**config.mk**
```make
export PLATFORM = sky130hd
export DESIGN_NAME = multi_trigger_flat
export DESIGN_NICKNAME = d
export VERILOG_FILES = /design/src/rtl/multi_trigger_if.sv /design/src/rtl/multi_trigger.sv /design/src/flat_wrapper.sv
export SDC_FILE = /design/constraint.sdc
export NUM_CORES = 1
export LEC_CHECK = 0
export BUFFER_PORTS_ARGS = -buffer_cell sky130_fd_sc_hd__buf_2
export CORE_ASPECT_RATIO = 1.25
export CORE_MARGIN = 4
export CORE_UTILIZATION = 55
export CTS_BUF_LIST = sky130_fd_sc_hd__clkbuf_2
export DETAILED_ROUTE_END_ITERATION = 8
export GPL_ROUTABILITY_DRIVEN = 0
export GPL_TIMING_DRIVEN = 0
export PLACE_DENSITY = 0.91
export RECOVER_POWER = 25
export SLEW_MARGIN = 10
export SYNTH_ARGS = -nofsm -noshare
export SYNTH_HDL_FRONTEND = slang
export SYNTH_SLANG_ARGS = --single-unit
```
**constraint.sdc**
```tcl
create_clock -name ap_clk -period 4.5 [get_ports ap_clk]
set_input_delay 0.45 -clock ap_clk [delete_from_list [all_inputs] [get_ports ap_clk]]
set_output_delay 0.45 -clock ap_clk [all_outputs]
set_load 0.005 [all_outputs]
```
**src/rtl/multi_trigger_if.sv**
```systemverilog
// rtl/multi_trigger_if.sv - handshake, consensus and actor bus of one multi_trigger
//
// Purpose: groups every non-clock/reset signal of multi_trigger.
//   master : the trigger itself (drives actor starts, status and fire_count)
//   slave  : the surrounding partition (host handshake, sibling consensus, actors)
// Signals:
//   ap_start/ap_done/ap_idle/ap_ready       host block-level handshake
//   all_sleep/all_sync_sleep/all_waited     AND-reduced consensus from all triggers
//   sleep/sync_sleep/waited                 this trigger's contribution to consensus
//   actor_return[2*N_ACTORS]                per-actor return code, actor i at [2i+1:2i]
//   actor_done/actor_idle/actor_start       per-actor handshake
//   fire_count[CNT_W]                       productive firings since last start
interface multi_trigger_if #(
   parameter int N_ACTORS = 4,
   parameter int CNT_W    = 32
);
   logic                    ap_start;
   logic                    ap_done;
   logic                    ap_idle;
   logic                    ap_ready;
   logic                    all_sleep;
   logic                    all_sync_sleep;
   logic                    all_waited;
   logic                    sleep;
   logic                    sync_sleep;
   logic                    waited;
   logic [2*N_ACTORS-1:0]   actor_return;
   logic [N_ACTORS-1:0]     actor_done;
   logic [N_ACTORS-1:0]     actor_idle;
   logic [N_ACTORS-1:0]     actor_start;
   logic [CNT_W-1:0]        fire_count;

   modport master (
      input  ap_start, all_sleep, all_sync_sleep, all_waited,
      input  actor_return, actor_done, actor_idle,
      output ap_done, ap_idle, ap_ready, sleep, sync_sleep, waited,
      output actor_start, fire_count
   );

   modport slave (
      output ap_start, all_sleep, all_sync_sleep, all_waited,
      output actor_return, actor_done, actor_idle,
      input  ap_done, ap_idle, ap_ready, sleep, sync_sleep, waited,
      input  actor_start, fire_count
   );
endinterface

```
**src/rtl/multi_trigger.sv**
```systemverilog
// rtl/multi_trigger.sv - round-based scheduler for the HLS actors of one partition
//
// Purpose: launches every actor once per round, tracks WAIT returns, sleeps after
//   WAIT_THRESHOLD consecutive all-WAIT rounds and joins the sleep / sync-sleep /
//   waited consensus with sibling triggers. Counts productive (non-WAIT) firings.
// Ports:
//   ap_clk  in  clock, rising edge
//   ap_rst  in  synchronous reset, active-high
//   bus     multi_trigger_if.master (host handshake, consensus, actor signals, fire_count)
module multi_trigger #(
   parameter int N_ACTORS       = 4,
   parameter int WAIT_THRESHOLD = 2,
   parameter int CNT_W          = 32
) (
   input  logic             ap_clk,
   input  logic             ap_rst,
   multi_trigger_if.master  bus
);
   localparam int SW   = $clog2(WAIT_THRESHOLD + 1);
   localparam int PW   = $clog2(N_ACTORS + 1);
   localparam int SUMW = ((CNT_W > PW) ? CNT_W : PW) + 1;
   localparam logic [CNT_W-1:0] CNT_MAX = '1;
   localparam logic [1:0]       RET_WAIT = 2'b01;

   typedef enum logic [2:0] {
      S_IDLE, S_LAUNCH, S_SLEEP, S_SYNC_LAUNCH, S_SYNC_SLEEP
   } state_t;

   state_t              state_q, state_d;
   logic [N_ACTORS-1:0] round_done_q, round_done_d;
   logic [N_ACTORS-1:0] last_waited_q, last_waited_d;
   logic                round_exec_q, round_exec_d;
   logic [SW-1:0]       streak_q, streak_d;
   logic [CNT_W-1:0]    fire_count_q, fire_count_d;
   logic                ap_done_q, ap_done_d;

   logic                run;
   logic                round_end;
   logic                round_wait;
   logic                streak_hit;
   logic [N_ACTORS-1:0] done_run;
   logic [N_ACTORS-1:0] done_wait;
   logic [PW-1:0]       fired;
   logic [SUMW-1:0]     sum;

   assign run       = (state_q == S_LAUNCH) || (state_q == S_SYNC_LAUNCH);
   // Completions only count while a round is running.
   assign done_run  = run ? bus.actor_done : '0;
   assign round_end = run && (&(round_done_q | bus.actor_done));
   // An executed return recorded earlier in the round or in this cycle breaks the WAIT round.
   assign round_wait = !round_exec_q && !(|(done_run & ~done_wait));
   assign streak_hit = (int'(streak_q) + 1) >= WAIT_THRESHOLD;

   always_comb begin
      done_wait = '0;
      fired     = '0;
      for (int i = 0; i < N_ACTORS; i++) begin
         done_wait[i] = (bus.actor_return[2*i +: 2] == RET_WAIT);
         fired        = fired + PW'(done_run[i] & ~done_wait[i]);
      end
      sum = SUMW'(fire_count_q) + SUMW'(fired);
   end

   // State and datapath registers
   always_ff @(posedge ap_clk) begin
      if (ap_rst) begin
         state_q       <= S_IDLE;
         round_done_q  <= '0;
         last_waited_q <= '0;
         round_exec_q  <= 1'b0;
         streak_q      <= '0;
         fire_count_q  <= '0;
         ap_done_q     <= 1'b0;
      end else begin
         state_q       <= state_d;
         round_done_q  <= round_done_d;
         last_waited_q <= last_waited_d;
         round_exec_q  <= round_exec_d;
         streak_q      <= streak_d;
         fire_count_q  <= fire_count_d;
         ap_done_q     <= ap_done_d;
      end
   end

   // Next state
   always_comb begin
      state_d = state_q;
      case (state_q)
         S_IDLE: begin
            if (bus.ap_start) state_d = S_LAUNCH;
         end
         S_LAUNCH: begin
            if (round_end && round_wait && streak_hit && bus.all_waited) state_d = S_SLEEP;
         end
         S_SLEEP: begin
            // Global sleep wins over a sibling that became busy again.
            if (bus.all_sleep)        state_d = S_SYNC_LAUNCH;
            else if (!bus.all_waited) state_d = S_LAUNCH;
         end
         S_SYNC_LAUNCH: begin
            if (round_end) state_d = S_SYNC_SLEEP;
         end
         S_SYNC_SLEEP: begin
            if (bus.all_sync_sleep) begin
               if (!bus.all_waited)          state_d = S_LAUNCH;
               else if (&bus.actor_idle)     state_d = S_IDLE;
            end
         end
         default: state_d = S_IDLE;
      endcase
   end

   // Next datapath values
   always_comb begin
      round_done_d  = round_end ? '0 : (round_done_q | done_run);
      round_exec_d  = round_end ? 1'b0 : (round_exec_q | (|(done_run & ~done_wait)));
      last_waited_d = (last_waited_q & ~done_run) | (done_run & done_wait);

      streak_d = streak_q;
      if ((state_q == S_LAUNCH) && round_end) begin
         if (!round_wait)                            streak_d = '0;
         else if (streak_q != SW'(WAIT_THRESHOLD))   streak_d = streak_q + SW'(1);
      end
      if (((state_q == S_SLEEP) || (state_q == S_IDLE)) && (state_d == S_LAUNCH))
         streak_d = '0;

      fire_count_d = fire_count_q;
      if ((state_q == S_IDLE) && bus.ap_start)
         fire_count_d = '0;
      else if (run)
         fire_count_d = (sum > SUMW'(CNT_MAX)) ? CNT_MAX : sum[CNT_W-1:0];

      ap_done_d = (state_q == S_SYNC_SLEEP) && (state_d == S_IDLE);
   end

   // Outputs
   always_comb begin
      bus.actor_start = run ? (~round_done_q & ~bus.actor_done) : '0;
      bus.ap_idle     = (state_q == S_IDLE);
      bus.sleep       = (state_q == S_IDLE) || (state_q == S_SLEEP);
      bus.sync_sleep  = (state_q == S_IDLE) || (state_q == S_SYNC_SLEEP);
      bus.waited      = &last_waited_q;
      bus.ap_done     = ap_done_q;
      bus.ap_ready    = ap_done_q;
      bus.fire_count  = fire_count_q;
   end
endmodule

```
**src/flat_wrapper.sv**
```systemverilog
// flat-port wrapper written by rule: the top's interface ports become plain ports
module multi_trigger_flat 
#(
   parameter int N_ACTORS       = 4,
   parameter int WAIT_THRESHOLD = 2,
   parameter int CNT_W          = 32
)
  (ap_clk, ap_rst, bus_ap_start, bus_all_sleep, bus_all_sync_sleep, bus_all_waited, bus_actor_return, bus_actor_done, bus_actor_idle, bus_ap_done, bus_ap_idle, bus_ap_ready, bus_sleep, bus_sync_sleep, bus_waited, bus_actor_start, bus_fire_count);
  multi_trigger_if #(.N_ACTORS(N_ACTORS), .CNT_W(CNT_W)) bus_i ();
  input  logic ap_clk;
  input  logic ap_rst;
  input wire logic [$bits(bus_i.ap_start)-1:0] bus_ap_start;
  input wire logic [$bits(bus_i.all_sleep)-1:0] bus_all_sleep;
  input wire logic [$bits(bus_i.all_sync_sleep)-1:0] bus_all_sync_sleep;
  input wire logic [$bits(bus_i.all_waited)-1:0] bus_all_waited;
  input wire logic [$bits(bus_i.actor_return)-1:0] bus_actor_return;
  input wire logic [$bits(bus_i.actor_done)-1:0] bus_actor_done;
  input wire logic [$bits(bus_i.actor_idle)-1:0] bus_actor_idle;
  output wire logic [$bits(bus_i.ap_done)-1:0] bus_ap_done;
  output wire logic [$bits(bus_i.ap_idle)-1:0] bus_ap_idle;
  output wire logic [$bits(bus_i.ap_ready)-1:0] bus_ap_ready;
  output wire logic [$bits(bus_i.sleep)-1:0] bus_sleep;
  output wire logic [$bits(bus_i.sync_sleep)-1:0] bus_sync_sleep;
  output wire logic [$bits(bus_i.waited)-1:0] bus_waited;
  output wire logic [$bits(bus_i.actor_start)-1:0] bus_actor_start;
  output wire logic [$bits(bus_i.fire_count)-1:0] bus_fire_count;
  assign bus_i.ap_start = bus_ap_start;
  assign bus_i.all_sleep = bus_all_sleep;
  assign bus_i.all_sync_sleep = bus_all_sync_sleep;
  assign bus_i.all_waited = bus_all_waited;
  assign bus_i.actor_return = bus_actor_return;
  assign bus_i.actor_done = bus_actor_done;
  assign bus_i.actor_idle = bus_actor_idle;
  assign bus_ap_done = bus_i.ap_done;
  assign bus_ap_idle = bus_i.ap_idle;
  assign bus_ap_ready = bus_i.ap_ready;
  assign bus_sleep = bus_i.sleep;
  assign bus_sync_sleep = bus_i.sync_sleep;
  assign bus_waited = bus_i.waited;
  assign bus_actor_start = bus_i.actor_start;
  assign bus_fire_count = bus_i.fire_count;
  multi_trigger #(.N_ACTORS(N_ACTORS), .WAIT_THRESHOLD(WAIT_THRESHOLD), .CNT_W(CNT_W)) u_core (.ap_clk(ap_clk), .ap_rst(ap_rst), .bus(bus_i));
endmodule
```
==> impl_results.md <==
- Seq cells post-synth: between 40 and 50
- Initial antenna violation count: 0
- R2R depth: 15
- Required time of the critical path: 4.80 ns
- Util after Layout: 0.669
- Clock Sinks: 47
- FF-to-FF Start: u_core.state_q[0]$_SDFF_PP0_
- Final setup fails: 0
- Post-synth cell types: 50
- Vias in the first global route: 2573
- Dpl ws: -0.286 ns
- Syn Nets: 328
- Worst Setup Start Kind: flop
- PortBufs: 62
- Die area: 0.00568 mm²
- Register area: roughly 940 µm²
- Hold_buf cts: 0
- Hold Path End: u_core.state_q[2]$_SDFF_PP0_
- Core Box Area: 0.00439 mm²
- Top FF cell, synth: dfxtp_1
- CTS tree: built
- Max VDD drop: 0.180 mV
- Setup Crit Path Kind: reg2reg
- Die height: 83.3 µm
- Number of remaining DRC errors: 0
- Slowest-stage cell, CP: dfxtp_2
- Yosys warns: 0
- Placed cell count: 416
- Met1 Use GR: 0.277
- Fill count: 396
- RSZ-0062 raised after global routing: no
- Hold_sp: bus_all_sync_sleep
- Clk_lat worst skew: 0.42 ns
- Multi-input logic area: 0.00146 mm²
- Max Slew Vio Count: 0
- Clk buf depth: 2
- CP Cell Sequence: nor2b_1 -> clkbuf_2 -> clkbuf_4 -> nand2_1 -> a21oi_1 -> fa_1 -> ha_1 -> ha_1 -> fa_1 -> a21oi_2 -> nor3_1 -> and3_1 -> buf_2 -> nor4_1 -> a211oi_1
- Drt wl/cell: approximately 15 µm
- I/O pin cnt: 64
- WHS Path Cells: 3
- Met2 GRT Util: 0.429
- Final WL: 6410 µm
- Fin crit period: 4.19 ns
- Static Leak: 1.20 nW
- FP Rows: 27
- GRT Util Overall: 0.240
- Chip width: 68.2 µm
- Worst-path clk slew: 0.22 ns
- Fmax: 0.238 GHz
- Global route overflow: 0
- Avg Cell Area, Syn: 8.43 µm²
- H-tree depth: 2
- DR vias/cell: 6.20
- Status: completed
- Pwr/cell area: 254 mW/mm²
- Area growth from synthesis to layout: 17.8%
- Post-route clock period utilization: 0.932
- CP arrival: approximately 4.5 ns
- Final setup skew: 0.0223 ns
- Number of flops mapped to enable cells by yosys: 0
- Final hold violations: 0
- FF-to-FF End: u_core.bus.fire_count[31]$_SDFFE_PP0N_
- Worst Tran Pin Value: ~1.1 ns
- Critical path endpoint category: flop
- Starting Density: 0.568
- Ys async rst share: 0
- Worst reg2reg setup slack: ~0.3 ns
- Cells after Synth: 296
- Rel. slew slack: 0.292
- Finished Layout Cells: 423
- Setup TNS: 0 ns
- Largest stage delay, worst path: 0.48 ns
- # Max-Cap Violations: 0
- Global-route wire length before repair: roughly 11000 µm
- Worst Path Max Fanout: 10
- Initial drt markers: 192
- Met3 Use GR: 0.0474
- Layer with the highest usage: met2
- Final worst slack: 0.307 ns
- Clock buffer count from CTS: 5
- Min-delay worst type: in2reg
- Layout cell share with drive strength beyond 1: 0.216
- Hpwl dp: between 4000 and 5000 µm
- DR pass1 iterations: 4
- Syn Std Cell Area: 0.00249 mm²
- Post-layout nets: 397
- Largest net degree at the start of global routing: 14
- Seq/Total Area, Yosys: 0.377
- Clock tree root buffer cell: clkbuf_2
- Post-DRT Antenna Nets: 0
- Diodes inserted: 0
- Vias: 2621
- CP startpoint: u_core.state_q[0]$_SDFF_PP0_
-- worst max path at each step --
stage                                                   endpoint  depth (start not counted)
after detailed placement  u_core.bus.fire_count[14]$_SDFFE_PP0N_                         15
after CTS                 u_core.bus.fire_count[14]$_SDFFE_PP0N_                         15
after global routing      u_core.bus.fire_count[31]$_SDFFE_PP0N_                         15
after global placement    u_core.bus.fire_count[12]$_SDFFE_PP0N_                         15
after floorplan           u_core.bus.fire_count[31]$_SDFFE_PP0N_                         15
final                     u_core.bus.fire_count[31]$_SDFFE_PP0N_                         15
-- state kept, by name, indices dropped and copies added (netlist names), named ones only --
name,flops
u_core.bus.ap_done,1
u_core.round_exec_q,1
u_core.round_done_q,4
u_core.bus.fire_count,32
u_core.streak_q,2
u_core.state_q,3
-- cell type report --
class                           count  share of cell area
Tap cell                           58              0.0247
Sequential cell                    47               0.321
Buffer                             15              0.0234
Clock inverter                      1              0.0102
Inverter                            9              0.0115
Multi-Input combinational cell    225               0.496
Clock buffer                        6              0.0102
Timing Repair Buffer               62               0.103
-- what timing repair did --
item,4_1_cts,5_1_grt
gates resized for setup,3,5
buffers inserted,0,0
endpoints found under the setup margin,28,14
-- metrics by stage --
stage,hold slack (ns),cell area (µm²),power [mW]
floorplan,0.464,2490,0.493
global placement,0.478,2880,0.524
detailed placement,0.493,2880,0.527
CTS,0.290,2940,0.746
global route,0.297,2940,0.773
finish,0.291,2940,0.746
-- cell families (layout without fill, tap and decap cells) --
family | after synthesis | in the layout | synth area share
XOR/XNOR | 1 | 1 | 0.00351
flip-flops | 47 | 47 | 0.377
AO/OA/AOI/OAI | 86 | 86 | 0.225
buffers and inverters | 24 | 93 | 0.0391
adder cells (fa/ha/maj) | 10 | 10 | 0.0562
AND/OR/NAND/NOR | 128 | 128 | 0.299
-- critical path, delay by kind of cell (launching register included) --
kind | cells | cell delay (ns)
buffers and inverters | 3 | 0.62
AOI/OAI and AO/OA | 3 | 0.70
DFF | 1 | 0.48
and+or+nand+nor | 5 | 0.81
adders and majority gates | 4 | 1.48
-- power breakdown --
| group | switching (mW) | internal, mW | total (mW) | leakage (nW) |
|---|---|---|---|---|
| combinational | 0.0534 | 0.0343 | 0.0877 | 0.784 |
| sequential | 0.00722 | 0.426 | 0.433 | 0.381 |
| clock | 0.132 | 0.0935 | 0.225 | 0.0391 |
-- layout by cell type (no fill, tap or decap), drive strengths merged, types with 3 or more instances in the layout --
master  instances
a211oi          9
a21oi          22
a311oi          4
a31oi          18
a41oi           3
and2            5
and3           12
and4            9
buf            62
clkbuf         21
dfxtp          47
ha              8
inv             9
nand2          16
nand2b          5
nand3          11
nand4           3
nor2           22
nor3           29
nor4            4
o21ai          16
-- routing by layer --
layer / part of all wire / wire length [µm]
met1: 0.40 / 2590
met3: 0.066 / 425
met5: 0 / 0
met4: 0.0097 / 62
met2: 0.52 / 3340
-- cells in the mapped netlist (2+ instances only) --
library cell | instances | share of area
and3_1 | 12 | 0.030
nand2b_1 | 4 | 0.010
nor3_1 | 28 | 0.056
a21oi_1 | 22 | 0.044
nand3_1 | 11 | 0.022
nand4b_1 | 2 | 0.0070
o22ai_1 | 2 | 0.0050
ha_1 | 8 | 0.040
dfxtp_1 | 47 | 0.38
nor2_1 | 22 | 0.033
fa_1 | 2 | 0.016
o211ai_1 | 2 | 0.0060
a31oi_1 | 18 | 0.045
nor4_1 | 3 | 0.0075
a211oi_1 | 8 | 0.024
a21o_1 | 2 | 0.0060
clkbuf_1 | 10 | 0.015
buf_2 | 3 | 0.0060
nand4_1 | 2 | 0.0050
nor3b_1 | 2 | 0.0060
and4_1 | 9 | 0.032
a41oi_1 | 3 | 0.011
and2_1 | 5 | 0.013
and3b_1 | 2 | 0.0070
nand2_1 | 16 | 0.024
o21ai_0 | 16 | 0.032
a311oi_1 | 4 | 0.014
inv_1 | 9 | 0.014
Note: power is estimated with default switching activity, not from simulation.
